**config.mk**
```make
export PLATFORM = sky130hd
export DESIGN_NAME = ex_control_pipe_flat
export DESIGN_NICKNAME = d
export VERILOG_FILES = /design/src/rtl/ex_ctrl_pkg.sv /design/src/rtl/ex_control_pipe_if.sv /design/src/rtl/ex_decode.sv /design/src/rtl/ex_control_pipe.sv /design/src/flat_wrapper.sv
export SDC_FILE = /design/constraint.sdc
export NUM_CORES = 1
export LEC_CHECK = 0
export ABC_AREA = 0
export CAP_MARGIN = 10
export CORE_MARGIN = 3
export CORE_UTILIZATION = 40
export DETAILED_ROUTE_END_ITERATION = 12
export GPL_ROUTABILITY_DRIVEN = 0
export PLACE_DENSITY = 0.67
export SYNTH_ARGS = -nofsm -noshare
export SYNTH_HDL_FRONTEND = slang
export SYNTH_SLANG_ARGS = --single-unit
```
**constraint.sdc**
```tcl
create_clock -name clock -period 3.18 [get_ports clock]
set_input_delay 0.477 -clock clock [delete_from_list [all_inputs] [get_ports clock]]
set_output_delay 0.477 -clock clock [all_outputs]
set_load 0.01 [all_outputs]
```
**src/rtl/ex_ctrl_pkg.sv**
```systemverilog
// ex_ctrl_pkg: opcode, ALUop and ALU2 encodings plus the
// FSM state, instruction class, branch kind and strobe types.
package ex_ctrl_pkg;

   localparam logic [3:0] OP_LOAD  = 4'b0000;
   localparam logic [3:0] OP_STORE = 4'b0010;
   localparam logic [3:0] OP_ADD   = 4'b0100;
   localparam logic [3:0] OP_SUB   = 4'b0110;
   localparam logic [3:0] OP_NAND  = 4'b1000;
   localparam logic [3:0] OP_BZ    = 4'b0101;
   localparam logic [3:0] OP_BNZ   = 4'b1001;
   localparam logic [3:0] OP_BPZ   = 4'b1101;

   localparam logic [2:0] OP_SHIFT_LO3 = 3'b011;
   localparam logic [2:0] OP_ORI_LO3   = 3'b111;

   localparam logic [2:0] ALU_ADD   = 3'b000;
   localparam logic [2:0] ALU_SUB   = 3'b001;
   localparam logic [2:0] ALU_OR    = 3'b010;
   localparam logic [2:0] ALU_NAND  = 3'b011;
   localparam logic [2:0] ALU_SHIFT = 3'b100;

   localparam logic [1:0] ALU2_REG   = 2'b00;
   localparam logic [1:0] ALU2_IMM   = 2'b10;
   localparam logic [1:0] ALU2_SHAMT = 2'b11;

   typedef enum logic {
      S_RUN,
      S_MEM
   } state_t;

   typedef enum logic [1:0] {
      CL_NONE,
      CL_ALU,
      CL_BR,
      CL_MEM
   } cls_t;

   typedef enum logic [1:0] {
      BR_Z,
      BR_NZ,
      BR_PZ
   } brk_t;

   typedef struct packed {
      logic flag_write;
      logic alu_out_write;
      logic ir4_load;
      logic mem_read;
      logic mem_write;
      logic mdr_load;
      logic branch_taken;
      logic ex_busy;
   } strb_t;

endpackage

```
**src/rtl/ex_control_pipe_if.sv**
```systemverilog
// ex_control_pipe_if: IR3/handshake/flag inputs and decoded strobes.
// master = upstream/environment side, slave = ex_control_pipe.
interface ex_control_pipe_if #(
   parameter int IW      = 8,
   parameter int ALUOP_W = 3
);
   logic [IW-1:0]      ir3;
   logic               ir3_valid;
   logic               stall_in;
   logic               flush;
   logic               mem_ready;
   logic               N;
   logic               Z;
   logic [ALUOP_W-1:0] ALUop;
   logic [1:0]         ALU2;
   logic               flag_write;
   logic               alu_out_write;
   logic               ir4_load;
   logic               mem_read;
   logic               mem_write;
   logic               mdr_load;
   logic               branch_taken;
   logic               ex_busy;
   logic               mem_error;

   modport master (
      output ir3, ir3_valid, stall_in, flush, mem_ready, N, Z,
      input  ALUop, ALU2, flag_write, alu_out_write, ir4_load,
      input  mem_read, mem_write, mdr_load, branch_taken,
      input  ex_busy, mem_error
   );

   modport slave (
      input  ir3, ir3_valid, stall_in, flush, mem_ready, N, Z,
      output ALUop, ALU2, flag_write, alu_out_write, ir4_load,
      output mem_read, mem_write, mdr_load, branch_taken,
      output ex_busy, mem_error
   );
endinterface

```
**src/rtl/ex_decode.sv**
```systemverilog
// ex_decode: combinational IR3 opcode decoder.
// i_op = ir3[3:0]; outputs class, ALUop, ALU2, branch kind, load/store.
module ex_decode
   import ex_ctrl_pkg::*;
(
   input  logic [3:0] i_op,
   output cls_t       o_cls,
   output logic [2:0] o_aluop,
   output logic [1:0] o_alu2,
   output brk_t       o_brk,
   output logic       o_is_load
);

   always_comb begin
      o_cls     = CL_NONE;
      o_aluop   = ALU_ADD;
      o_alu2    = ALU2_REG;
      o_brk     = BR_Z;
      o_is_load = 1'b0;
      unique case (1'b1)
         (i_op[2:0] == OP_SHIFT_LO3): begin
            o_cls   = CL_ALU;
            o_aluop = ALU_SHIFT;
            o_alu2  = ALU2_SHAMT;
         end
         (i_op[2:0] == OP_ORI_LO3): begin
            o_cls   = CL_ALU;
            o_aluop = ALU_OR;
            o_alu2  = ALU2_IMM;
         end
         (i_op == OP_ADD): begin
            o_cls   = CL_ALU;
            o_aluop = ALU_ADD;
         end
         (i_op == OP_SUB): begin
            o_cls   = CL_ALU;
            o_aluop = ALU_SUB;
         end
         (i_op == OP_NAND): begin
            o_cls   = CL_ALU;
            o_aluop = ALU_NAND;
         end
         (i_op == OP_LOAD): begin
            o_cls     = CL_MEM;
            o_is_load = 1'b1;
         end
         (i_op == OP_STORE): o_cls = CL_MEM;
         (i_op == OP_BZ): begin
            o_cls = CL_BR;
            o_brk = BR_Z;
         end
         (i_op == OP_BNZ): begin
            o_cls = CL_BR;
            o_brk = BR_NZ;
         end
         (i_op == OP_BPZ): begin
            o_cls = CL_BR;
            o_brk = BR_PZ;
         end
         default: ;
      endcase
   end

endmodule

```
**src/rtl/ex_control_pipe.sv**
```systemverilog
// ex_control_pipe: EX-stage control FSM with registered strobes.
// clock/reset (async, active-low) plus bus (ex_control_pipe_if.slave).
module ex_control_pipe
   import ex_ctrl_pkg::*;
#(
   parameter int IW          = 8,
   parameter int ALUOP_W     = 3,
   parameter int MEM_TIMEOUT = 16,
   parameter int CNT_W       = $clog2(MEM_TIMEOUT)
) (
   input logic              clock,
   input logic              reset,
   ex_control_pipe_if.slave bus
);

   state_t             r_state, w_state_nxt;
   logic [CNT_W-1:0]   r_cnt, w_cnt_nxt;
   logic               r_is_load, w_is_load_nxt;
   strb_t              r_strb, w_strb_nxt;
   logic [ALUOP_W-1:0] r_aluop, w_aluop_nxt;
   logic [1:0]         r_alu2, w_alu2_nxt;
   logic               r_mem_error, w_mem_error_nxt;

   logic [IW-1:0]      w_ir3;
   logic               w_unused_ir3;
   cls_t               w_cls;
   logic [2:0]         w_dec_aluop;
   logic [1:0]         w_dec_alu2;
   brk_t               w_brk;
   logic               w_dec_load;
   logic               w_issue;
   logic               w_timeout;
   logic               w_cond;

   // only ir3[3:0] carries the opcode
   assign w_ir3        = bus.ir3;
   assign w_unused_ir3 = ^w_ir3;

   ex_decode u_dec (
      .i_op      (w_ir3[3:0]),
      .o_cls     (w_cls),
      .o_aluop   (w_dec_aluop),
      .o_alu2    (w_dec_alu2),
      .o_brk     (w_brk),
      .o_is_load (w_dec_load)
   );

   assign w_issue = (r_state == S_RUN) && !bus.flush &&
                    !bus.stall_in && bus.ir3_valid;
   assign w_timeout = (r_cnt == CNT_W'(MEM_TIMEOUT - 1));

   always_comb begin
      unique case (w_brk)
         BR_NZ:   w_cond = !bus.Z;
         BR_PZ:   w_cond = !bus.N;
         default: w_cond = bus.Z;
      endcase
   end

   always_ff @(posedge clock or negedge reset) begin
      if (!reset) begin
         r_state   <= S_RUN;
         r_cnt     <= '0;
         r_is_load <= 1'b0;
      end else begin
         r_state   <= w_state_nxt;
         r_cnt     <= w_cnt_nxt;
         r_is_load <= w_is_load_nxt;
      end
   end

   always_comb begin
      w_state_nxt   = r_state;
      w_cnt_nxt     = r_cnt;
      w_is_load_nxt = r_is_load;
      unique case (r_state)
         S_RUN: begin
            if (w_issue && (w_cls == CL_MEM)) begin
               w_state_nxt   = S_MEM;
               w_cnt_nxt     = '0;
               w_is_load_nxt = w_dec_load;
            end
         end
         S_MEM: begin
            if (bus.flush || bus.mem_ready || w_timeout)
               w_state_nxt = S_RUN;
            else
               w_cnt_nxt = r_cnt + 1'b1;
         end
      endcase
   end

   always_comb begin
      w_strb_nxt      = '0;
      w_aluop_nxt     = r_aluop;
      w_alu2_nxt      = r_alu2;
      w_mem_error_nxt = r_mem_error;
      unique case (r_state)
         S_RUN: begin
            if (w_issue) begin
               unique case (w_cls)
                  CL_ALU: begin
                     w_strb_nxt.flag_write    = 1'b1;
                     w_strb_nxt.alu_out_write = 1'b1;
                     w_strb_nxt.ir4_load      = 1'b1;
                     w_aluop_nxt = ALUOP_W'(w_dec_aluop);
                     w_alu2_nxt  = w_dec_alu2;
                  end
                  CL_BR: begin
                     w_strb_nxt.ir4_load     = 1'b1;
                     w_strb_nxt.branch_taken = w_cond;
                  end
                  CL_MEM: begin
                     w_strb_nxt.mem_read  = w_dec_load;
                     w_strb_nxt.mem_write = !w_dec_load;
                     w_strb_nxt.ex_busy   = 1'b1;
                  end
                  default: ;
               endcase
            end
         end
         S_MEM: begin
            // flush leaves everything at zero
            if (!bus.flush) begin
               if (bus.mem_ready) begin
                  w_strb_nxt.ir4_load = 1'b1;
                  w_strb_nxt.mdr_load = r_is_load;
               end else if (w_timeout) begin
                  // aborted access retires as a bubble
                  w_strb_nxt.ir4_load = 1'b1;
                  w_mem_error_nxt     = 1'b1;
               end else begin
                  w_strb_nxt.mem_read  = r_is_load;
                  w_strb_nxt.mem_write = !r_is_load;
                  w_strb_nxt.ex_busy   = 1'b1;
               end
            end
         end
      endcase
   end

   always_ff @(posedge clock or negedge reset) begin
      if (!reset) begin
         r_strb      <= '0;
         r_aluop     <= '0;
         r_alu2      <= '0;
         r_mem_error <= 1'b0;
      end else begin
         r_strb      <= w_strb_nxt;
         r_aluop     <= w_aluop_nxt;
         r_alu2      <= w_alu2_nxt;
         r_mem_error <= w_mem_error_nxt;
      end
   end

   assign bus.ALUop         = r_aluop;
   assign bus.ALU2          = r_alu2;
   assign bus.flag_write    = r_strb.flag_write;
   assign bus.alu_out_write = r_strb.alu_out_write;
   assign bus.ir4_load      = r_strb.ir4_load;
   assign bus.mem_read      = r_strb.mem_read;
   assign bus.mem_write     = r_strb.mem_write;
   assign bus.mdr_load      = r_strb.mdr_load;
   assign bus.branch_taken  = r_strb.branch_taken;
   assign bus.ex_busy       = r_strb.ex_busy;
   assign bus.mem_error     = r_mem_error;

endmodule

```
**src/flat_wrapper.sv**
```systemverilog
// flat-port wrapper written by rule: the top's interface ports become plain ports
module ex_control_pipe_flat import ex_ctrl_pkg::*;
#(
   parameter int IW          = 8,
   parameter int ALUOP_W     = 3,
   parameter int MEM_TIMEOUT = 16,
   parameter int CNT_W       = $clog2(MEM_TIMEOUT)
)
  (clock, reset, bus_ir3, bus_ir3_valid, bus_stall_in, bus_flush, bus_mem_ready, bus_N, bus_Z, bus_ALUop, bus_ALU2, bus_flag_write, bus_alu_out_write, bus_ir4_load, bus_mem_read, bus_mem_write, bus_mdr_load, bus_branch_taken, bus_ex_busy, bus_mem_error);
  ex_control_pipe_if #(.IW(IW), .ALUOP_W(ALUOP_W)) bus_i ();
  input logic clock;
  input logic reset;
  input wire logic [$bits(bus_i.ir3)-1:0] bus_ir3;
  input wire logic [$bits(bus_i.ir3_valid)-1:0] bus_ir3_valid;
  input wire logic [$bits(bus_i.stall_in)-1:0] bus_stall_in;
  input wire logic [$bits(bus_i.flush)-1:0] bus_flush;
  input wire logic [$bits(bus_i.mem_ready)-1:0] bus_mem_ready;
  input wire logic [$bits(bus_i.N)-1:0] bus_N;
  input wire logic [$bits(bus_i.Z)-1:0] bus_Z;
  output wire logic [$bits(bus_i.ALUop)-1:0] bus_ALUop;
  output wire logic [$bits(bus_i.ALU2)-1:0] bus_ALU2;
  output wire logic [$bits(bus_i.flag_write)-1:0] bus_flag_write;
  output wire logic [$bits(bus_i.alu_out_write)-1:0] bus_alu_out_write;
  output wire logic [$bits(bus_i.ir4_load)-1:0] bus_ir4_load;
  output wire logic [$bits(bus_i.mem_read)-1:0] bus_mem_read;
  output wire logic [$bits(bus_i.mem_write)-1:0] bus_mem_write;
  output wire logic [$bits(bus_i.mdr_load)-1:0] bus_mdr_load;
  output wire logic [$bits(bus_i.branch_taken)-1:0] bus_branch_taken;
  output wire logic [$bits(bus_i.ex_busy)-1:0] bus_ex_busy;
  output wire logic [$bits(bus_i.mem_error)-1:0] bus_mem_error;
  assign bus_i.ir3 = bus_ir3;
  assign bus_i.ir3_valid = bus_ir3_valid;
  assign bus_i.stall_in = bus_stall_in;
  assign bus_i.flush = bus_flush;
  assign bus_i.mem_ready = bus_mem_ready;
  assign bus_i.N = bus_N;
  assign bus_i.Z = bus_Z;
  assign bus_ALUop = bus_i.ALUop;
  assign bus_ALU2 = bus_i.ALU2;
  assign bus_flag_write = bus_i.flag_write;
  assign bus_alu_out_write = bus_i.alu_out_write;
  assign bus_ir4_load = bus_i.ir4_load;
  assign bus_mem_read = bus_i.mem_read;
  assign bus_mem_write = bus_i.mem_write;
  assign bus_mdr_load = bus_i.mdr_load;
  assign bus_branch_taken = bus_i.branch_taken;
  assign bus_ex_busy = bus_i.ex_busy;
  assign bus_mem_error = bus_i.mem_error;
  ex_control_pipe #(.IW(IW), .ALUOP_W(ALUOP_W), .MEM_TIMEOUT(MEM_TIMEOUT), .CNT_W(CNT_W)) u_core (.clock(clock), .reset(reset), .bus(bus_i));
endmodule
```
== After elaboration in Yosys (flattened, before gate mapping) ==
Cells that the tools add are included.

* Bits in registers: 20
* Input bits: 16
* Output and inout port bits: 14
* Word-level logic and storage cells: 89

* Add/subtract/negate cells: 1
* Equality and inequality tests: 17
* Multiplexer cells: 33
* Bitwise logic cells: 3
* Reduce and logical (&&, ||, !) cells: 21

{| class="wikitable"
|+ Operators by type and width
! kind !! number
|-
| == test 4 bit (second input constant) || 4
|-
| 2-to-1 mux 1 bit || 14
|-
| == test 4 x 3 -> 1 bit (second input constant) || 3
|-
| 2-to-1 mux 2 bit || 6
|-
| 2-to-1 mux 4 bit || 3
|-
| one-hot mux 3 bit (4 select lines) || 1
|-
| one-hot mux 2 bit (2 select lines) || 2
|-
| one-hot mux 4 bit (2 select lines) || 1
|-
| == test 2 bit (second input constant) || 3
|-
| zero test 1 bit || 6
|-
| one-hot mux 1 bit (2 select lines) || 3
|-
| one-hot mux 2 bit (3 select lines) || 1
|-
| one-hot mux 3 bit (2 select lines) || 1
|-
| 2-to-1 mux 5 bit || 1
|-
| OR reduction 5 bit || 1
|-
| adder 4 x 1 -> 4 bit (second input constant) || 1
|-
| == test 2 x 1 -> 1 bit (second input constant) || 2
|-
| == test 4 x 2 -> 1 bit (second input constant) || 1
|-
| logical AND 1 bit || 4
|-
| zero test 4 bit || 1
|-
| != test 2 bit (second input constant) || 2
|-
| AND reduction 2 bit || 2
|-
| AND reduction 4 bit || 1
|-
| OR reduction 2 bit || 2
|-
| other kinds (6) || 9
|}

== Longest topological paths before layout ==
Gate-level depths: netlist (run 1).

* Depth after elaboration: 8
* Depth in mapped cells: 8
* Gate-level depth less buffers: 7

== Modules after synthesis ==
A second synthesis (run 1) with hierarchy kept.

* Cells, all modules: 90
* Area total of the unflattened synthesis: 1016.0 µm²

{| class="wikitable"
|+ By module, submodules not included
! module !! instances !! cells each !! area each (µm²) !! seq. area each (µm²)
|-
| ex_control_pipe || 1 || 73 || 895.9 || 475.5
|-
| ex_decode || 1 || 17 || 120.1 || 0.0
|}

== Worst setup path before layout (run 1) ==
OpenSTA, ideal clock, no wires.

* Path type: input -> register
* Start: input port bus_ir3[2]
* End: register u_core.r_is_load
* Setup time: 0.128 ns
* Arrival: 1.735 ns
* Data required time: 3.052 ns
* Slack: 1.317 ns
* Stages: 6
* Path buffers: 1
* Cells stage by stage: clkbuf_1 -> o21a_1 -> o21ai_0 -> ha_1 -> nand2_1 -> mux2_1

* Longest elaborated chain between the ends: 6
* Elaborated cells between the ends (all ways): 18
* Those cells by class: 10 x eq/ne; 2 x mux; 6 x reduce/logical

{| class="wikitable"
|+ Ends and longest elaborated chain
! what !! line !! text
|-
| start: declaration || flat_wrapper.sv:13 || <nowiki>input wire logic [$bits(bus_i.ir3)-1:0] bus_ir3;</nowiki>
|-
| == test 4 x 3 -> 1 bit, or another cell as far along || ex_decode.sv:31 || <nowiki>(i_op == OP_ADD): begin</nowiki>
|-
| OR reduction 5 bit (no line), or another cell as far along || n/a ||
|-
| one-hot mux 2 bit (3 select lines) || ex_decode.sv:20 || <nowiki>unique case (1'b1)</nowiki>
|-
| == test 2 bit || ex_control_pipe.sv:78 || <nowiki>if (w_issue && (w_cls == CL_MEM)) begin</nowiki>
|-
| logical AND 1 bit || ex_control_pipe.sv:78 ||
|-
| AND reduction 2 bit (no line) || n/a ||
|-
| end signal: assignment || ex_control_pipe.sv:68 || <nowiki>r_is_load <= w_is_load_nxt;</nowiki>
|-
| end: declaration || ex_control_pipe.sv:18 || <nowiki>logic r_is_load, w_is_load_nxt;</nowiki>
|}

Parallel ways exist; a longest one is shown, timed or not.
A chain may end at the register's enable or synchronous reset.

== Final worst setup path (run 1) ==
Same ends and word-level chain as after synthesis.

==> results of run 1 <==
layout make-up:
cell class | count | area [sq um]
fillers | 218 | 1010
multi-input cells | 66 | 492
flip-flops and latches | 18 | 450
repair buffers | 25 | 250
inverters | 10 | 37.5
well taps | 28 | 35.0
clock buffers | 3 | 22.5
flip-flops by register name (all words and copies together), names as in the netlist:
signal and count:
u_core.bus.ALU2 2, u_core.bus.ALUop 2, u_core.bus.mem_error 1, u_core.r_is_load 1
u_core.bus.ex_busy 1, u_core.bus.ir4_load 1, u_core.r_cnt 4, u_core.bus.mem_read 1
u_core.bus.mdr_load 1, u_core.bus.alu_out_write 1, u_core.r_state 1, u_core.bus.mem_write 1
u_core.bus.branch_taken 1
through the flow:
stage | setup slack [ps] | std cells | cell area, sq um
6_report | 1050 | 150 | 1290
5_1_grt | 902 | 150 | 1290
4_1_cts | 1060 | 150 | 1290
3_5_place_dp | 740 | 147 | 1260
3_3_place_gp | 738 | 147 | 1260
2_1_floorplan | 1320 | 98 | 1000
power breakdown:
part	total, mW	switching [mW]	internal (mW)
Sequential	0.267	0.0168	0.250
Clock	0.108	0.0635	0.0441
Combinational	0.108	0.0498	0.0582
worst max path at each step:
| stage | startpoint | end | slack, ps | depth (start not counted) |
|---|---|---|---|---|
| detailed placement | bus_ir3[2] | u_core.r_is_load$_DFFE_PN0P_ | 740 | 6 |
| CTS | bus_ir3[2] | u_core.r_is_load$_DFFE_PN0P_ | 1060 | 6 |
| global route | bus_ir3[2] | u_core.r_is_load$_DFFE_PN0P_ | 900 | 6 |
| finish | bus_ir3[2] | u_core.r_is_load$_DFFE_PN0P_ | 1050 | 6 |
| global placement | bus_ir3[2] | u_core.r_is_load$_DFFE_PN0P_ | 740 | 6 |
| floorplan | bus_ir3[2] | u_core.r_is_load$_DFFE_PN0P_ | 1320 | 6 |
cell usage after synthesis, types with 3 or more instances:
master	count	area, sq um
o21ai_1	6	30.0
inv_1	10	37.5
nand2_1	7	26.3
dfrtp_1	18	450
nand2b_1	3	18.8
ha_1	6	75.1
nand3_1	3	15.0
nor2_1	5	18.8
layer usage:
layer | up-vias | track usage (%) | part of all wire (%)
li1 | 399 | - | -
met1 | 363 | 17.4 | 46
met2 | 21 | 21.9 | 48
met3 | 4 | 5.34 | 5.3
met4 | 0 | 5.08 | 1.3
met5 | - | 0 | 0
cells by family (layout without fill, tap and decap cells):
| group | count (synthesis) | in the layout | synth area share (%) |
|---|---|---|---|
| buffers and inverters | 14 | 38 | 5.99 |
| DFF | 18 | 18 | 44.9 |
| adders and majority gates | 6 | 6 | 7.49 |
| and+or+nand+nor | 33 | 33 | 21.1 |
| muxes | 4 | 4 | 4.24 |
| AOI/OAI and AO/OA | 23 | 23 | 16.2 |
==> results by group, run 1 <==
Route
  – Routed vias/inst: 5.25
  – DRT iter0 DRCs: 7
  – Final WL: 1.92 mm
  – Detailed Routing Iterations Pass 1: 4
  – WL per Instance: 12.8 um
  – Post-DRT Antenna Nets: 0
  – DRC: 0
  – DR vias: 787

Global route
  – Vias in the first global route: 758
  – Grt ovf: 0
  – Antenna violations before repair: 0
  – Global Route Usage Sum: 14.0%
  – Global-route wire length before repair: 3.42 mm
  – Largest net degree at the start of global routing: 19

Min path
  – Class of the worst hold path: flop to flop
  – Worst hold path depth: 1
  – Hold Path Sink: u_core.bus.mem_error$_DFFE_PN0P_
  – Hold wc startpoint: u_core.bus.mem_error$_DFFE_PN0P_

Timing
  – Worst slew margin: 47.7%
  – Worst Max-Slew Pin Slew: 781 ps
  – Min Hold Slack: 473 ps
  – Setup violators final: 0
  – Tmin final: 2130 ps
  – RSZ-0062 raised after global routing: false
  – Final hold violations: 0
  – Clock Skew: 2.57 ps
  – Max-slew violation count: 0
  – Tcrit/Tclk final: 66.9%
  – Fmax: 470 MHz
  – Final TNS setup: 0 ps

Clocking
  – CTS clk-pin slew, worst paths: 90 ps
  – Worst-skew pair later-pin latency: 290 ps
  – Cts bufs inserted: 3
  – H-tree levels: 1
  – Clk sinks: 18
  – CTS tree: yes
  – # resized after CTS: 0
  – Clock Tree Root: clkbuf_4
  – Post-CTS setup buffers: 0
  – Longest Clk Path Bufs: 2
  – Count of hold-fix buffers inserted at cts: 0

Job
  – Max-Cap Viols: 0

Critical path
  – Critical path class: input pin to flop
  – WP buf/inv: 1
  – Crit end category: flop
  – RR Startpoint: u_core.r_state$_DFF_PN0_
  – Worst Setup Start Kind: input pin
  – CP max stage delay: 570 ps
  – CP top delay family: buffers and inverters
  – Worst reg2reg path depth: 3
  – Required @ worst endpoint: 3360 ps
  – R2R setup slack: 1650 ps
  – CP max-delay cell: clkdlybuf4s50_1
  – Critical Path AT: 2310 ps
  – Worst R2R End: u_core.r_is_load$_DFFE_PN0P_
  – Worst Path Max Fanout: 11
  – CP Cell Sequence: clkdlybuf4s50_1, o21a_1, o21ai_0, ha_1, nand2_1, mux2_1

Floorplanning
  – I/O Pins: 30
  – Die Y: 56.1 um
  – Initial core utilization: 43.6%
  – Die area: 3140 sq um
  – Die X: 56.1 um
  – Row Count: 17
  – Core box area: 2300 sq um

Synth
  – Synthesized instance count: 98
  – Synth Cell Area: 1000 sq um
  – Post-synth cell types: 38
  – Primary FF master, synth: dfrtp_1
  – Synth Register Bits: 18
  – Post-synthesis sequential area ratio: 44.9%
  – Avg Inst Size Synth: 10.2 sq um
  – Synthesized Nets: 120
  – Ys Warns: 0
  – EDFF count, synth: 0
  – Async SR Flop Fraction: 100%

Cells and area
  – Commonest non-fill, non-tap cells in the layout: clkdlybuf4s50_1 (25), dfrtp_1 (18), inv_1 (10), nand2_1 (7)
  – Share of cells above drive strength 1: 7.38%
  – Layout area overhead: 28.5%
  – NumNets Final: 146
  – Ant diodes: 0
  – Commonest non-fill, non-tap cell in the layout: clkdlybuf4s50_1
  – Final core utilization: 56.0%

Power and ir drop
  – Cell Pwr Density: 375 nW/um^2
  – Leakage power: 0.583 nW
  – Final Power: 482 uW
  – Max VDD drop: 0.262 mV

Run status
  – Outcome: finished, final reports clean

Place
  – PortBufs: 25
  – Dpl hpwl: 1.53 mm
Note: power is estimated with default switching activity, not from simulation.
==> run 2, diff against run 1 <==
--- a/config.mk
+++ b/config.mk
@@ -11,7 +11,7 @@
 export CORE_UTILIZATION = 40
 export DETAILED_ROUTE_END_ITERATION = 12
 export GPL_ROUTABILITY_DRIVEN = 0
-export PLACE_DENSITY = 0.67
+export PLACE_DENSITY = 0.69
 export SYNTH_ARGS = -nofsm -noshare
 export SYNTH_HDL_FRONTEND = slang
 export SYNTH_SLANG_ARGS = --single-unit
==> constraint.sdc (replaced) <==
create_clock -name clock -period 1.9 [get_ports clock]
set_input_delay 0.285 -clock clock [delete_from_list [all_inputs] [get_ports clock]]
set_output_delay 0.285 -clock clock [all_outputs]
set_load 0.01 [all_outputs]
==> results by group, run 2 (same netlist as run 1, synthesis figures left out) <==
Critical path
  – Crit end category: flop
  – Worst Setup Start Kind: input pin
  – Worst R2R End: u_core.r_is_load$_DFFE_PN0P_
  – Worst Path Max Fanout: 4
  – RR Startpoint: u_core.r_state$_DFF_PN0_
  – Critical path class: input pin to flop
  – Required @ worst endpoint: 2080 ps
  – Worst reg2reg path depth: 4
  – R2R setup slack: 460 ps
  – Critical Path AT: 1950 ps

Floorplanning
  – Row Count: 17
  – Initial core utilization: 43.6%
  – Die area: 3140 sq um
  – I/O Pins: 30
  – Die Y: 56.1 um
  – Die X: 56.1 um
  – Core box area: 2300 sq um

Global route
  – Met3 usage: 2.09%
  – Largest net degree at the start of global routing: 19
  – Antenna violations before repair: 0
  – Met1 global-route usage: 19.2%
  – Met2 Use GR: 23.9%
  – Top Usage Layer GRT: met2
  – Grt ovf: 0
  – Vias in the first global route: 854
  – Global Route Usage Sum: 14.9%
  – Global-route wire length before repair: 3.68 mm

Power and ir drop
  – Leakage power: 0.683 nW
  – Cell Pwr Density: 621 nW/um^2
  – Clock Power Share: 26.4%
  – Sw frac: 26.6%
  – Reg power frac: 50.0%
  – Final Power: 896 uW
  – Internal: 657 uW
  – Max VDD drop: 0.518 mV
  – Net Switching: 239 uW
  – Combinational Power Share: 23.6%

Route
  – DR vias: 886
  – Final WL: 2.17 mm
  – DRC: 0
  – DRT iter0 DRCs: 12
  – Routed vias/inst: 5.24
  – Post-DRT Antenna Nets: 0
  – Detailed Routing Iterations Pass 1: 4
  – WL per Instance: 12.8 um

Cells and area
  – # fillers: 204
  – FF/Latch Area: 450 sq um
  – Max reg flops: 4
  – Area occupied by multi-input gates: 498 sq um
  – NumNets Final: 164
  – Ant diodes: 0
  – Largest Register: u_core.r_cnt
  – Share of cells above drive strength 1: 20.6%
  – Commonest non-fill, non-tap cell in the layout: clkdlybuf4s50_1
  – Layout area overhead: 43.9%
  – Final core utilization: 62.8%
  – Commonest non-fill, non-tap cells in the layout: clkdlybuf4s50_1 (25), buf_4 (18), dfrtp_1 (18), inv_1 (10), nand2_1 (7)

Clocking
  – H-tree levels: 1
  – Longest Clk Path Bufs: 2
  – CTS tree: yes
  – Clk sinks: 18
  – Clock Tree Root: clkbuf_4
  – Cts bufs inserted: 3
  – Post-CTS setup buffers: 0
  – CTS clk-pin slew, worst paths: 100 ps
  – Worst-skew pair later-pin latency: 290 ps

Timing
  – Tmin final: 1760 ps
  – Final TNS setup: 0 ps
  – Worst slew margin: 70.1%
  – RSZ-0062 raised after global routing: false
  – Final hold violations: 0
  – Setup ws final: 137 ps
  – Min Hold Slack: 310 ps
  – Tcrit/Tclk final: 92.8%
  – Max-slew violation count: 0
  – Setup violators final: 0
  – Clock Skew: 2.18 ps
  – Worst Max-Slew Pin Slew: 444 ps
  – Fmax: 567 MHz

Place
  – Dpl ws: -217 ps
  – PortBufs: 25
  – Dpl hpwl: 1.74 mm

Min path
  – Class of the worst hold path: input pin to asynchronous set/reset pin

Run status
  – Outcome: finished, final reports clean

Job
  – Max-Cap Viols: 0
[run 2: changes by cell type in the layout (fill, tap and decap cells not counted)]
cell      before  now
a221oi_1       1    0
a221oi_2       0    1
buf_4          0   18
clkbuf_8       0    1
[run 2: worst max-delay path by stage]
stage	startpoint	end	cells after the start
2_1_floorplan	bus_ir3[2]	u_core.r_is_load$_DFFE_PN0P_	6
3_3_place_gp	bus_ir3[3]	u_core.bus.branch_taken$_DFF_PN0_	7
3_5_place_dp	bus_ir3[3]	u_core.bus.branch_taken$_DFF_PN0_	7
4_1_cts	bus_ir3[3]	u_core.bus.branch_taken$_DFF_PN0_	7
5_1_grt	bus_ir3[1]	u_core.r_cnt[1]$_DFFE_PN0P_	8
6_report	bus_ir3[3]	u_core.bus.branch_taken$_DFF_PN0_	7
[run 2: final cells by class]
type / count / share of cell area (%)
Inverter: 10 / 2.60
Timing Repair Buffer: 43 / 26.7
Clock buffer: 4 / 2.52
Multi-Input combinational cell: 66 / 34.5
Tap cell: 28 / 2.43
Sequential cell: 18 / 31.2
[run 2: worst max-delay path, stage by stage]
cell and delay, ps:
clkdlybuf4s50_1 530, nor2b_1 190, nand2_1 80, or2_2 280, ha_1 320, a221oi_2 180, a211oi_1 80
[run 2: metal layers]
layer	wire (um)	up-vias
met5	0	-
met4	63	0
met3	85	7
met2	1030	25
met1	991	421
li1	-	433
[run 2: what timing repair did]
| action | in CTS | in global routing |
|---|---|---|
| gates resized for setup | 0 | 1 |
| endpoints found under the setup margin | 0 | 1 |
| hold buffers | 0 | 0 |
[run 2: per-stage QoR]
| step | cell area (sq um) | cells |
|---|---|---|
| floorplan | 1000 | 98 |
| global placement | 1400 | 165 |
| detailed placement | 1400 | 165 |
| CTS | 1440 | 169 |
| global route | 1440 | 169 |
| finish | 1440 | 169 |
[run 2: power by group through the flow]
| stage | clock network [mW] | logic (mW) | registers, mW |
|---|---|---|---|
| CTS | 0.246 | 0.214 | 0.448 |
| global placement | 0 | 0.205 | 0.453 |
| detailed placement | 0 | 0.213 | 0.456 |
| global route | 0.259 | 0.239 | 0.454 |
| finish | 0.237 | 0.211 | 0.448 |
| floorplan | 0 | 0.0896 | 0.458 |
==> run 3, diff against run 2 <==
--- a/config.mk
+++ b/config.mk
@@ -7,6 +7,7 @@
 export LEC_CHECK = 0
 export ABC_AREA = 0
 export CAP_MARGIN = 10
+export CORE_ASPECT_RATIO = 0.7
 export CORE_MARGIN = 3
 export CORE_UTILIZATION = 40
 export DETAILED_ROUTE_END_ITERATION = 12
==> results by group, run 3 (same netlist as run 1, synthesis figures left out) <==
Run status
  – Outcome: finished, final reports clean

Global route
  – Grt ovf: 0
  – Antenna violations before repair: 0
  – Global-route wire length before repair: 3.57 mm
  – Vias in the first global route: 778
  – Global Route Usage Sum: 15.7%
  – Largest net degree at the start of global routing: 19

Floorplanning
  – Core box area: 2260 sq um
  – Die area: 3150 sq um
  – Die X: 65.8 um
  – Die Y: 47.9 um
  – Row Count: 14
  – Initial core utilization: 44.4%
  – I/O Pins: 30

Timing
  – Fmax: 557 MHz
  – Max-slew violation count: 0
  – Worst Max-Slew Pin Slew: 363 ps
  – Tcrit/Tclk final: 94.6%
  – Min Hold Slack: 305 ps
  – Clock Skew: 6.59 ps
  – Tmin final: 1800 ps
  – Setup violators final: 0
  – Worst slew margin: 75.7%
  – Final hold violations: 0
  – Setup ws final: 104 ps

Cells and area
  – NumNets Final: 164
  – Largest Register: u_core.r_cnt
  – Ant diodes: 0
  – Layout area overhead: 44.7%
  – Commonest non-fill, non-tap cell in the layout: clkdlybuf4s50_1
  – Share of cells above drive strength 1: 21.3%
  – Max reg flops: 4
  – Commonest non-fill, non-tap cells in the layout: clkdlybuf4s50_1 (24), buf_4 (18), dfrtp_1 (18), inv_1 (10), nand2_1 (7)

Critical path
  – Required @ worst endpoint: 2120 ps
  – Critical Path AT: 2010 ps
  – Crit end category: flop
  – Worst Path Max Fanout: 6
  – Critical path class: input pin to flop
  – Worst Setup Start Kind: input pin

Power and ir drop
  – Cell Pwr Density: 618 nW/um^2
  – Max VDD drop: 0.336 mV
  – Final Power: 896 uW
  – Leakage power: 0.690 nW

Clocking
  – Worst-skew pair later-pin latency: 290 ps
  – Cts bufs inserted: 3
  – Clock Tree Root: clkbuf_4
  – H-tree levels: 1
  – Longest Clk Path Bufs: 2
  – Clk sinks: 18
  – CTS tree: yes
  – Count of hold-fix buffers inserted at cts: 0
  – CTS clk-pin slew, worst paths: 100 ps

Route
  – Post-DRT Antenna Nets: 0
  – Final WL: 2.14 mm
  – Detailed Routing Iterations Pass 1: 4
  – DR vias: 886
  – DRT iter0 DRCs: 55
  – DRC: 0
  – WL per Instance: 12.4 um
  – Routed vias/inst: 5.12

Job
  – Max-Cap Viols: 0

Place
  – PortBufs: 25
  – Dpl ws: -238 ps
  – Dpl hpwl: 1.75 mm

Min path
  – Class of the worst hold path: input pin to asynchronous set/reset pin
==> run 3: cell types whose count changed in the layout (fill, tap and decap cells not counted) <==
| cell | previous run | this run |
|---|---|---|
| a221oi_1 | 0 | 1 |
| a221oi_2 | 1 | 0 |
| clkdlybuf4s50_1 | 25 | 24 |
| dlymetal6s2s_1 | 0 | 1 |
| mux2i_1 | 2 | 1 |
| mux2i_2 | 0 | 1 |
| nor2b_1 | 1 | 0 |
| nor2b_2 | 0 | 1 |
==> run 3: final timing paths <==
path,cells past startpoint,slack (ps),start,end
max reg2reg,3,370,u_core.r_state$_DFF_PN0_,u_core.r_is_load$_DFFE_PN0P_
min in group clock,1,470,u_core.bus.mem_error$_DFFE_PN0P_,u_core.bus.mem_error$_DFFE_PN0P_
max,8,100,bus_ir3[1],u_core.r_cnt[0]$_DFFE_PN0P_
max in group asynchronous,2,1400,reset,u_core.bus.mem_error$_DFFE_PN0P_
min,2,300,reset,u_core.r_cnt[2]$_DFFE_PN0P_
min reg2reg,1,470,u_core.bus.mem_error$_DFFE_PN0P_,u_core.bus.mem_error$_DFFE_PN0P_
==> run 3: layout make-up <==
class | count | area, sq um
fill | 179 | 810
multi-input combinational | 66 | 498
inverter | 10 | 37.5
timing repair buffer | 43 | 388
sequential | 18 | 450
tap | 32 | 40.0
clock buffer | 4 | 36.3
==> run 3: stage by stage <==
stage	setup TNS, ps	area [sq um]	std cells	util, %
after floorplan	0	1000	98	-
after global placement	-1040	1410	169	62.2
after detailed placement	-1450	1410	169	62.2
after CTS	0	1440	173	63.8
after global routing	-13.7	1450	173	64.2
final	0	1450	173	64.2
==> run 3: metal layers <==
layer | wire, um | vias to the layer above | GRT usage (%)
met2 | 915 | 33 | 23.7
met3 | 137 | 7 | 4.46
met4 | 42 | 0 | 6.20
met1 | 1050 | 409 | 21.6
li1 | - | 437 | -
met5 | 0 | - | 0
==> run 3: what timing repair did <==
action | in CTS | in global routing
resized for setup | 0 | 3
setup endpoints to repair | 0 | 2
buffers inserted | 0 | 0
==> run 3: worst max-delay path, cell delays in order <==
cell and delay (ps):
clkdlybuf4s50_1 580, o21a_1 140, o21ai_0 70, buf_4 150, ha_1 220, buf_4 150
a22o_1 260, mux2i_1 160
==> run 3: power breakdown <==
group	internal (mW)	total [mW]	switching [mW]
Clock	0.117	0.233	0.116
Combinational	0.122	0.214	0.0926
Sequential	0.419	0.449	0.0305
Total	0.657	0.896	0.239
==> RTL change 1: new RTL, config.mk and constraints of run 3 <==
`ALUOP_W` is set to 3 in 3 places; all go to 6.
--- a/src/rtl/ex_control_pipe_if.sv
+++ b/src/rtl/ex_control_pipe_if.sv
@@ -4,3 +4,3 @@
    parameter int IW      = 8,
-   parameter int ALUOP_W = 3
+   parameter int ALUOP_W = 6
 );
--- a/src/rtl/ex_control_pipe.sv
+++ b/src/rtl/ex_control_pipe.sv
@@ -6,3 +6,3 @@
    parameter int IW          = 8,
-   parameter int ALUOP_W     = 3,
+   parameter int ALUOP_W     = 6,
    parameter int MEM_TIMEOUT = 16,
--- a/src/flat_wrapper.sv
+++ b/src/flat_wrapper.sv
@@ -4,3 +4,3 @@
    parameter int IW          = 8,
-   parameter int ALUOP_W     = 3,
+   parameter int ALUOP_W     = 6,
    parameter int MEM_TIMEOUT = 16,
Interface: changed (resized bus_ALUop); port bits go from 30 to 33. The function was not compared with the original's and may differ.
==> RTL change 1 against run 3 <==
Total power rose by 8.8%; global-route usage fell by 1.1 points; area after synthesis rose by 2.6%; worst hold slack improved by 0.053 ns; sequential cell count did not move; routed wire length rose by 4.0%; final area rose by 2.0%; clock power rose by 31%; largest cell class unchanged; die area rose by 2.3%; largest power group unchanged; first-iteration DRC count fell by 13%; critical endpoint is now u_core.r_is_load$_DFFE_PN0P_; setup slack got worse by 0.038 ns.
==> RTL change 1: results (changes against run 3) <==
Routing
  • Routed vias: 872 (was 886)
  • WL/cell: 12.7 µm (was 12.4 µm)
  • Number of DRC markers in iteration 0: 48 (was 55)

Power
  • Peak VDD IR: 430 µV (was 336 µV)
  • Leakage: 0.696 nW (was 0.690 nW)

Final layout
  • Fillers: 185 (was 179)
  • Total Nets Final: 166 (was 164)
  • Share of post-route cells with drive strength above 1: 0.217 (was 0.213)

GRT
  • Gr usage total: 0.146 (was 0.157)
  • M1 GR Usage: 0.214 (was 0.216)
  • First-pass GRT wire length: 3580 µm (was 3570 µm)
  • Vias in the first global route: 769 (was 778)
  • M2 GR Usage: 0.215 (was 0.237)

Yosys
  • Cell variety after synth: 39 (was 38)
  • Share of the synthesized area in the top cell type: 0.438 (was 0.449)
  • Post-synthesis adder-cell area fraction: 0.0730 (was 0.0749)
  • Compound-Gate Fraction of Synth Area: 0.158 (was 0.162)
  • Sequential fraction of the synthesis area: 0.438 (was 0.449)
  • Mux contribution to synthesized area: 0.0414 (was 0.0424)

Outcome
  • Outcome: complete, no violations (unchanged)

Worst setup path
  • Crit Reg-Reg Endpoint: u_core.r_cnt[0]$_DFFE_PN0P_ (was u_core.r_is_load$_DFFE_PN0P_)
  • Critical path endpoint: u_core.r_is_load$_DFFE_PN0P_ (was u_core.r_cnt[0]$_DFFE_PN0P_)
  • Family with the most delay on the worst path: multiplexers (was buffers and inverters)
  • Worst Path Arrival: 1.96 ns (was 2.01 ns)

Timing
  • Clock skew: 0.00132 ns (was 0.00659 ns)

Place
  • Cell Area, Placed: 1400 µm² (was 1410 µm²)

Clock network
  • Root Buffer: clkbuf_8 (was clkbuf_4)
  • Clock Latency Late Sink: 0.25 ns (was 0.29 ns)
RTL change 1: cell count changes after synthesis, sizes merged:
cell,change
conb,+1
buf,+3
RTL change 1: metal layers:
layer  wire, µm  vias up  part of all wire
li1           -      435                 -
met1       1070      410              0.48
met2       1010       25              0.45
met3        142        2             0.064
met4         10        0            0.0045
met5          0        -                 0
RTL change 1: cell type report:
cell class / count / area (µm²) / share of cell area
clock buffer: 4 / 55.1 / 0.0372
inverter: 10 / 37.5 / 0.0254
multi-input combinational: 69 / 518 / 0.350
sequential: 18 / 450 / 0.305
tap: 32 / 40.0 / 0.0271
timing repair buffer: 42 / 378 / 0.255
RTL change 1: metrics by stage:
step / hold slack [ns] / TNS [ns] / setup slack, ns / power, mW / instances
floorplan: -0.0106 / 0 / 0.229 / 0.555 / 104
global placement: 0.443 / -0.663 / -0.172 / 0.659 / 170
detailed placement: 0.451 / -1.28 / -0.233 / 0.670 / 170
CTS: 0.361 / 0 / 0.0296 / 0.982 / 174
global route: 0.370 / 0 / 0.00785 / 1.03 / 175
finish: 0.358 / 0 / 0.0653 / 0.975 / 175
RTL change 1: worst register-to-register path, cell delays in order, from the launching register on:
cell and delay, ns:
dfrtp_1 0.47, nor4b_4 0.42, buf_4 0.18, a22o_1 0.24, mux2i_1 0.13
RTL change 1: report_power, final:
group / leakage [nW] / total (mW) / switching, mW / internal, mW
clock network: 0.0288 / 0.306 / 0.122 / 0.184
registers: 0.245 / 0.451 / 0.0315 / 0.419
logic: 0.423 / 0.218 / 0.0956 / 0.123
total: 0.696 / 0.975 / 0.249 / 0.725
RTL change 1: timing repair:
action	4_1_cts	5_1_grt
resized for setup	0	4
buffers inserted	0	1
endpoints found under the setup margin	0	2
==> RTL change 2: new RTL, settings of run 3 <==
Without the edit above. Reset style: synchronous (`reset`), changed in 2 clocked blocks. Comments in the files are not updated.
--- a/src/rtl/ex_control_pipe.sv
+++ b/src/rtl/ex_control_pipe.sv
@@ -59,3 +59,3 @@
 
-   always_ff @(posedge clock or negedge reset) begin
+   always_ff @(posedge clock) begin
       if (!reset) begin
@@ -141,3 +141,3 @@
 
-   always_ff @(posedge clock or negedge reset) begin
+   always_ff @(posedge clock) begin
       if (!reset) begin
Formal check against the unedited RTL: differs if reset is asserted again (counterexample within 4 cycles, from zero or initial values and one cycle with reset low); with reset held inactive, the same outputs for 10 cycles.
==> RTL change 2 against run 3 <==
Fmax rose by 0.12%; routed wire length rose by 8.0%; final area fell by 2.8%; global-route usage rose by 0.48 points; area after synthesis fell by 1.9%; via count rose by 6.8%; setup slack improved by 0.0021 ns; synthesized cell count rose by 12%; total power fell by 17%; sequential cell count did not move.
==> RTL change 2: results (changes against run 3) <==
Worst setup path
  • Reg2Reg Setup Slack: 0.25 ns (was 0.37 ns)
  • Crit-path max cell delay: 0.36 ns (was 0.58 ns)
  • Crit Reg-Reg Endpoint: u_core.bus.ALU2[0]$_SDFFE_PN0P_ (was u_core.r_is_load$_DFFE_PN0P_)
  • Critical path endpoint: u_core.bus.ir4_load$_SDFF_PN0_ (was u_core.r_cnt[0]$_DFFE_PN0P_)
  • Family with the most delay on the worst path: simple AND/OR/NAND/NOR gates (was buffers and inverters)
  • Reg2reg start: u_core.r_state$_SDFF_PN0_ (was u_core.r_state$_DFF_PN0_)
  • CP max stage cell: mux2_2 (was clkdlybuf4s50_1)

Timing
  • Clock skew: 0.00307 ns (was 0.00659 ns)
  • Worst rel slew slack: 0.765 (was 0.757)

Final layout
  • Share of post-route cells with drive strength above 1: 0.231 (was 0.213)
  • Fillers: 200 (was 179)
  • Finished Layout Cells: 179 (was 173)

Routing
  • Number of DRC markers in iteration 0: 42 (was 55)
  • WL final: 2310 µm (was 2140 µm)
  • Post-DR vias/cell: 5.28 (was 5.12)

Place
  • Pre-CTS worst setup slack: -0.448 ns (was -0.238 ns)

Yosys
  • Synth top cells by count: dfxtp_1, inv_1, a21oi_1, nand3_1, nor2_1 (was dfrtp_1, inv_1, nand2_1)
  • Main synth FF type: dfxtp_1 (was dfrtp_1)
  • Cell variety after synth: 46 (was 38)
  • Sequential fraction of the synthesis area: 0.366 (was 0.449)
  • Dominant cells by area after synthesis: dfxtp_1, ha_1, a21oi_1, nand3_1, inv_1 (was dfrtp_1, ha_1, inv_1, o21ai_1, nand2_1)
  • FFs w/ async S/R, synth: 0 (was 1.00)
  • Syn nets: 132 (was 120)

GRT
  • Largest net degree at the start of global routing: 12 (was 19)
  • Gr usage total: 0.162 (was 0.157)
  • Vias in the first global route: 846 (was 778)
  • First-pass GRT wire length: 3800 µm (was 3570 µm)

Outcome
  • Outcome: complete, no violations (unchanged)

Min path
  • Hold Crit Class: in -> reg (was in -> async)

Power
  • Peak VDD IR: 520 µV (was 336 µV)
  • NetSw: 179 µW (was 239 µW)
-- RTL change 2: cells by family after synthesis --
kind of cell             Yosys count  share of synthesized area
flip-flops                        18                      0.366
buffers and inverters             18                     0.0865
AO/OA/AOI/OAI                     26                      0.183
adder cells (fa/ha/maj)            6                     0.0763
multiplexers                       2                     0.0216
AND/OR/NAND/NOR                   40                      0.266
-- RTL change 2: cell type report --
cell class,count,area [µm²],area share
Clock buffer,4,36.3,0.0258
Timing Repair Buffer,42,377,0.267
Multi-Input combinational cell,74,562,0.399
Inverter,9,33.8,0.0240
Tap cell,32,40.0,0.0284
Sequential cell,18,360,0.256
-- RTL change 2: tightest hold or removal path: cells and delay by family --
kind,cells,cell delay (ns)
buffers and inverters,1,0.26
AND/OR/NAND/NOR,1,0.14
AO/OA/AOI/OAI,1,0.06
-- RTL change 2: how the worst min path moves through the flow --
stage / end / slack [ns] / depth (start not counted)
after global placement: u_core.bus.mem_error$_SDFFE_PN0P_ / 0.46 / 2
final: u_core.bus.ALU2[0]$_SDFFE_PN0P_ / 0.49 / 3
after global routing: u_core.bus.ALU2[0]$_SDFFE_PN0P_ / 0.51 / 3
after CTS: u_core.bus.ALU2[0]$_SDFFE_PN0P_ / 0.49 / 3
after detailed placement: u_core.bus.mem_error$_SDFFE_PN0P_ / 0.46 / 2
after floorplan: u_core.bus.ir4_load$_SDFF_PN0_ / 0.37 / 1
-- RTL change 2: power by group through the flow --
stage | clock network [mW] | registers, mW | logic (mW)
final | 0.236 | 0.381 | 0.127
after global routing | 0.261 | 0.382 | 0.138
after CTS | 0.243 | 0.381 | 0.123
after detailed placement | 0 | 0.390 | 0.120
after global placement | 0 | 0.390 | 0.119
after floorplan | 0 | 0.391 | 0.0519
-- RTL change 2: per-layer routing --
layer  up-vias  global-route usage  wire (µm)
met2        35               0.274       1040
met3         6              0.0587        152
met4         0              0.0248         16
met5         -                   0          0
li1        471                   -          -
met1       434               0.208       1100
-- RTL change 2: what timing repair did --
item,4_1_cts,5_1_grt
hold endpoints to repair,0,0
gates resized for setup,7,3
pin swaps,1,3
hold buffers,0,0
setup endpoints to repair,3,5
-- RTL change 2: through the flow --
step	TNS [ns]	area (µm²)
2_1_floorplan	0	983
3_3_place_gp	-3.30	1350
3_5_place_dp	-3.93	1350
4_1_cts	0	1400
5_1_grt	0	1410
6_report	0	1410
